<file path="src/rtl/pwm_bridge_ctrl.sv">
// PWM bridge controller: period/duty generator with shadowed configuration and stop sequencing.
// Build option PWM_FAULT_LATCH_EN adds Fault/FaultClr, a 2-flop fault synchronizer and the FAULT state.
module pwm_bridge_ctrl #(
    parameter int unsigned BIT_WIDTH = 16
) (
    input  logic                 MClk,
    input  logic                 RstN,
    input  logic                 Enable,
    input  logic [BIT_WIDTH-1:0] PeriodIn,
    input  logic [BIT_WIDTH-1:0] DutyIn,
    input  logic [BIT_WIDTH-1:0] DeadTimeIn,
    input  logic                 LoadReq,
`ifdef PWM_FAULT_LATCH_EN
    input  logic                 Fault,
    input  logic                 FaultClr,
`endif
    output logic                 LoadAck,
    output logic [1:0]           SPDT,
    output logic [BIT_WIDTH-1:0] DeadTimeCount,
    output logic [BIT_WIDTH-1:0] PeriodCount,
    output logic                 PeriodEnd,
    output logic [1:0]           State
);

    localparam int unsigned SpdtW = 2;

    typedef enum logic [1:0] {
        ST_IDLE  = 2'b00,
        ST_RUN   = 2'b01,
        ST_STOP  = 2'b10,
        ST_FAULT = 2'b11
    } state_e;

    state_e                 r_state;
    logic [BIT_WIDTH-1:0]   r_cnt;
    logic [BIT_WIDTH-1:0]   r_act_period;
    logic [BIT_WIDTH-1:0]   r_act_duty;
    logic [BIT_WIDTH-1:0]   r_act_dead;
    logic                   r_pending;
    logic                   r_idle_ack;
    logic [SpdtW-1:0]       r_spdt;

    state_e                 w_state_nxt;
    logic [BIT_WIDTH-1:0]   w_cnt_nxt;
    logic                   w_pending_nxt;
    logic                   w_idle_ack_nxt;
    logic [SpdtW-1:0]       w_spdt_nxt;
    logic                   w_load;
    logic                   w_running;
    logic                   w_period_end;
    logic                   w_boundary;
    logic                   w_load_end;
    logic                   w_fault;

`ifdef PWM_FAULT_LATCH_EN
    logic r_fault_meta;
    logic r_fault_sync;

    // Two-flop synchronizer for the asynchronous fault input
    always_ff @(posedge MClk) begin
        if (!RstN) begin
            r_fault_meta <= 1'b0;
            r_fault_sync <= 1'b0;
        end else begin
            r_fault_meta <= Fault;
            r_fault_sync <= r_fault_meta;
        end
    end

    assign w_fault = r_fault_sync;
`else
    assign w_fault = 1'b0;
`endif

    // A zero period has no last count, so every cycle is treated as a boundary for loads and stop
    assign w_running    = (r_state == ST_RUN) || (r_state == ST_STOP);
    assign w_period_end = w_running && (r_act_period != '0) &&
                          (r_cnt == r_act_period - BIT_WIDTH'(1));
    assign w_boundary   = w_running && (w_period_end || (r_act_period == '0));
    assign w_load_end   = w_boundary && (r_pending || LoadReq) && !w_fault;

    always_ff @(posedge MClk) begin
        if (!RstN) begin
            r_state      <= ST_IDLE;
            r_cnt        <= '0;
            r_act_period <= '0;
            r_act_duty   <= '0;
            r_act_dead   <= '0;
            r_pending    <= 1'b0;
            r_idle_ack   <= 1'b0;
            r_spdt       <= '0;
        end else begin
            r_state    <= w_state_nxt;
            r_cnt      <= w_cnt_nxt;
            r_pending  <= w_pending_nxt;
            r_idle_ack <= w_idle_ack_nxt;
            r_spdt     <= w_spdt_nxt;
            if (w_load) begin
                r_act_period <= PeriodIn;
                r_act_duty   <= DutyIn;
                r_act_dead   <= DeadTimeIn;
            end
        end
    end

    always_comb begin
        w_state_nxt    = r_state;
        w_cnt_nxt      = '0;
        w_pending_nxt  = r_pending;
        w_idle_ack_nxt = 1'b0;
        w_spdt_nxt     = '0;
        w_load         = 1'b0;

        case (r_state)
            ST_IDLE: begin
                w_pending_nxt = 1'b0;
                if (LoadReq) begin
                    w_load         = 1'b1;
                    w_idle_ack_nxt = 1'b1;
                end
                if (Enable) begin
                    w_load      = 1'b1;
                    w_state_nxt = ST_RUN;
                end
            end
            ST_RUN, ST_STOP: begin
                w_cnt_nxt = w_boundary ? '0 : r_cnt + BIT_WIDTH'(1);
                if (w_load_end) begin
                    w_load        = 1'b1;
                    w_pending_nxt = 1'b0;
                end else if (LoadReq) begin
                    w_pending_nxt = 1'b1;
                end
                // STOP finishes the period, but re-enable resumes without touching the count
                if (r_state == ST_RUN) begin
                    if (!Enable) w_state_nxt = ST_STOP;
                end else if (w_boundary) begin
                    w_state_nxt = Enable ? ST_RUN : ST_IDLE;
                end else if (Enable) begin
                    w_state_nxt = ST_RUN;
                end
            end
`ifdef PWM_FAULT_LATCH_EN
            ST_FAULT: begin
                w_pending_nxt = 1'b0;
                if (FaultClr && !w_fault) w_state_nxt = ST_IDLE;
            end
`endif
            default: w_state_nxt = ST_IDLE;
        endcase

        if (w_fault) begin
            w_state_nxt    = ST_FAULT;
            w_cnt_nxt      = '0;
            w_pending_nxt  = 1'b0;
            w_idle_ack_nxt = 1'b0;
            w_load         = 1'b0;
        end

        // Drive decision lags the count by one cycle; idle/fault next cycle forces both sides off
        if (w_running && (r_act_period != '0) &&
            ((w_state_nxt == ST_RUN) || (w_state_nxt == ST_STOP))) begin
            w_spdt_nxt = (r_cnt < r_act_duty) ? 2'b10 : 2'b01;
        end
    end

    assign State         = r_state;
    assign SPDT          = r_spdt;
    assign PeriodCount   = r_cnt;
    assign DeadTimeCount = r_act_dead;
    assign PeriodEnd     = w_period_end;
    assign LoadAck       = w_load_end | r_idle_ack;

endmodule
</file>
<file path="config.mk">
export PLATFORM = sky130hd
export DESIGN_NAME = pwm_bridge_ctrl
export DESIGN_NICKNAME = d
export VERILOG_FILES = /design/src/rtl/pwm_bridge_ctrl.sv
export SDC_FILE = /design/constraint.sdc
export NUM_CORES = 1
export LEC_CHECK = 0
export CAP_MARGIN = 25
export CORE_ASPECT_RATIO = 1.2
export CORE_UTILIZATION = 30
export DETAILED_ROUTE_END_ITERATION = 8
export GPL_TIMING_DRIVEN = 1
export PLACE_DENSITY = 0.53
export SLEW_MARGIN = 20
export SYNTH_ARGS = -nofsm -noshare
export SYNTH_HDL_FRONTEND = slang
export SYNTH_SLANG_ARGS = --single-unit
</file>
<file path="constraint.sdc">
create_clock -name MClk -period 3.1 [get_ports MClk]
set_input_delay 0.62 -clock MClk [delete_from_list [all_inputs] [get_ports MClk]]
set_output_delay 0.62 -clock MClk [all_outputs]
set_load 0.01 [all_outputs]
</file>
==> results list <==
- Status: finished with violations
- Violations in the final reports: negative setup slack
- Sort of element at the end of the critical path: output port
* Routed via count divided by cell count: 4.778
- The worst setup path is launched from a flop.
- CTS tree: built
* Top_reg_cell synth: sky130_fd_sc_hd__dfxtp_1
- Met2 track demand over resource in global routing: 0.2968
- After global routing the overflow that remains totals 0.
- The commonest cells after synthesis are 112 x sky130_fd_sc_hd__nand2_1, 70 x sky130_fd_sc_hd__dfxtp_1, 48 x sky130_fd_sc_hd__mux2i_1.
- The share of synthesized area in the top cell type comes to 0.3493.
- Count of standard-cell rows: 45
* P&R area growth vs syn: 48.19%
- Summing all non-filler instances in the final layout gives an area of 0.005944 mm².
* Final Worst Setup Slack: -0.2390 ns
- Maximum vdd ir drop: 0.0002590 V
- Kind of critical path: reg2out
- Most area-consuming cells after synthesis: sky130_fd_sc_hd__dfxtp_1 35%, sky130_fd_sc_hd__mux2i_1 12%, sky130_fd_sc_hd__nand2_1 10%, sky130_fd_sc_hd__ha_1 6.2%, sky130_fd_sc_hd__xnor2_1 3.5%
- Share of cells above drive strength 1: 0.1672
* Count of clock tree sinks: 70
* Cell type contributing the most total cell area after synthesis: sky130_fd_sc_hd__dfxtp_1
- Number of buffer cells added on primary ports: approximately 90
- Endpoints failing setup: 2
- Detailed-route wire length per cell: around 15 µm
- After detailed placement, the total cell area comes to between 0.005 and 0.006 mm².
* Number of global-route vias before repair: about 3800
* Buffer cell driving the clock tree root: sky130_fd_sc_hd__clkbuf_16
* Number of standard cells in the final layout excluding fillers: about 790
* Violation count after the first detailed-route iteration: 100
- Starting Density: 0.3125
- The die covers ~0.014 mm².
* Cell with the most instances after synthesis: sky130_fd_sc_hd__nand2_1
- Crit share post-route: 1.077
- In this run the power density over the cells is between 500 and 600 mW/mm².
- After synthesis the cells add up to 0.004011 mm².
- For this run, global-route usage on met1 was measured as 0.1988.
- Number of maximum-capacitance violations: 0
* Clock buffer count from CTS: 9
* Number of synthesized register bits: 70
- The share of the Yosys chip area taken by registers is 0.3493.
* Number of top-level design ports: 90
- Summed over all layers, the routed wires come to about 12000 µm.
* Worst hold path type: reg2reg
- H-Tree Depth: 3
- Count of distinct cell types in the synthesized netlist: between 50 and 60
- Data on the critical path is required at its endpoint by about 2.5 ns.
* Post-synthesis async set-or-reset flop share: 0
* Final HPWL DP: approximately 8400 µm
- The first global-routing pass estimated between 15000 and 20000 µm of wire.
- Syn nets: between 500 and 600
- From left edge to right edge, the die measures around 110 µm.
- Count of nets left with antenna violations after detail routing: 0
- Drc violations: 0
- Number of enable-type register cells in the synthesized netlist: 0
* Hold Violations, Final: 0
- Number of placed instances, taps included: roughly 770
* Met3 demand-to-capacity share in global routing: 0.02533
* Average instance area after synthesis: around 8.2 µm²
* Worst clock skew: 0.009537 ns
- Hold timing on the final database bottoms out at a slack of between 0.4 and 0.5 ns.
* Reported leakage power: approximately 0.0025 µW
- Largest net degree at the start of global routing: 34
- Setup repair after global routing could not meet its margin everywhere.
- Counting every instance in the synthesized netlist gives between 400 and 500.
- The first detailed-routing pass ran for 5 iterations.
- The Yosys step of the flow raised 0 warnings.
* Nets: a little under 700
* Largest fanout of any net on the critical path: 4
- Overall via count from detail_route: approximately 3800
- Global Route Usage Sum: 0.1674
- The global routing stage identified its most utilized layer as met2.
- For the pin with the worst max-slew slack, the measured transition is ~0.48 ns.
* Overall power of the completed layout: around 3000 µW
- Antenna violations before repair: 0
- In this run the vertical extent of the chip is 128.7 µm.
- Clock buffer depth: 2
* Clock latency on the worst-skew pair: 0.33 ns
* CP arrival: 2.72 ns
- Routability-driven placement finished with a final weighted congestion of roughly 0.84.
- The routed design could run at a clock period as short as approximately 3.3 ns.
* Fmax: roughly 300 MHz
- Core Region: around 0.013 mm²
* Worst slew slack as a fraction of its limit: 0.6774
- Ant diodes: 0
- The number of pins with negative max-slew slack in the final report is 0.
* Reg clk slew, reported paths: approximately 0.060 ns
## state kept, by name, summed over array words and instances (netlist names)
signal,flops
r_idle_ack,1
State,2
r_pending,1
r_act_period,16
SPDT,2
DeadTimeCount,16
PeriodCount,16
r_act_duty,16
## logic make-up (layout without fill, tap and decap cells)
group	count (synthesis)	in the layout	share of synthesized area
xor gates and xnor gates	31	31	0.06769
muxes	48	48	0.1198
buffers and inverters	51	192	0.05989
adders and majority gates	20	20	0.06238
and+or+nand+nor	209	209	0.2402
AOI/OAI and AO/OA	58	58	0.1008
DFF	70	70	0.3493
## stage by stage
stage                       util  worst slack [ns]  TNS [ns]
after detailed placement  0.4186           -0.4365   -0.8410
after global routing      0.4631           -0.3849    -4.979
after CTS                 0.4532           -0.2941    -8.814
after global placement    0.4186           -0.3494   -0.6645
after floorplan                -           0.02451         0
final                     0.4631           -0.2390   -0.4438
## cells in the final DEF, fill, tap and decap left out, types with 16 or more instances in the layout
cell,count
sky130_fd_sc_hd__buf_4,48
sky130_fd_sc_hd__clkdlybuf4s50_1,86
sky130_fd_sc_hd__dfxtp_1,68
sky130_fd_sc_hd__ha_1,19
sky130_fd_sc_hd__inv_1,24
sky130_fd_sc_hd__mux2i_1,47
sky130_fd_sc_hd__nand2_1,112
sky130_fd_sc_hd__nor2_1,32
sky130_fd_sc_hd__o21ai_0,16
## per-layer routing
metal / vias up / share of wire
met3: 13 / 0.035
met5: - / 0
met4: 0 / 0.016
met1: 1774 / 0.44
met2: 66 / 0.50
li1: 1931 / -
## layout make-up
class                   instances  area (µm²)
flip-flops and latches         70        1404
clock inverters                 5       57.56
inverters                      26       97.59
multi-input cells             366        2445
clock buffers                  11       252.7
fillers                      1304        6893
well taps                     164       205.2
repair buffers                150        1483
## worst paths after layout
path / endpoint / start / slack, ns / depth (start not counted)
hold reg to reg: DeadTimeCount[12] / DeadTimeCount[12] / 0.46 / 2
setup / recovery: LoadAck / r_act_period[0] / -0.24 / 11
hold / removal: DeadTimeCount[12] / DeadTimeCount[12] / 0.46 / 2
setup reg to reg: r_act_period[14] / r_act_period[0] / 0.01 / 15
## power by group
group          switching (µW)  internal, µW
clock                     406           665
combinational             425           514
sequential               56.4           981
## worst max-delay path, cell delays in order (launching register included)
cell and delay (ns):
sky130_fd_sc_hd__dfxtp_2 0.32, sky130_fd_sc_hd__inv_2 0.06, sky130_fd_sc_hd__ha_4 0.12, sky130_fd_sc_hd__or4b_4 0.47, sky130_fd_sc_hd__buf_6 0.14, sky130_fd_sc_hd__o41a_1 0.32
sky130_fd_sc_hd__a211oi_2 0.18, sky130_fd_sc_hd__a211oi_2 0.08, sky130_fd_sc_hd__o2111ai_2 0.25, sky130_fd_sc_hd__a21oi_2 0.08, sky130_fd_sc_hd__or2_4 0.23, sky130_fd_sc_hd__buf_6 0.12
## repair_timing
| item | 4_1_cts | 5_1_grt |
|---|---|---|
| pin swaps | 11 | 9 |
| setup endpoints to repair | 13 | 50 |
| setup buffers | 6 | 2 |
| gates cloned | 1 | 5 |
| hold buffers | 0 | 0 |
| gates resized for setup | 27 | 12 |
Power figures use the tool's default switching activity.
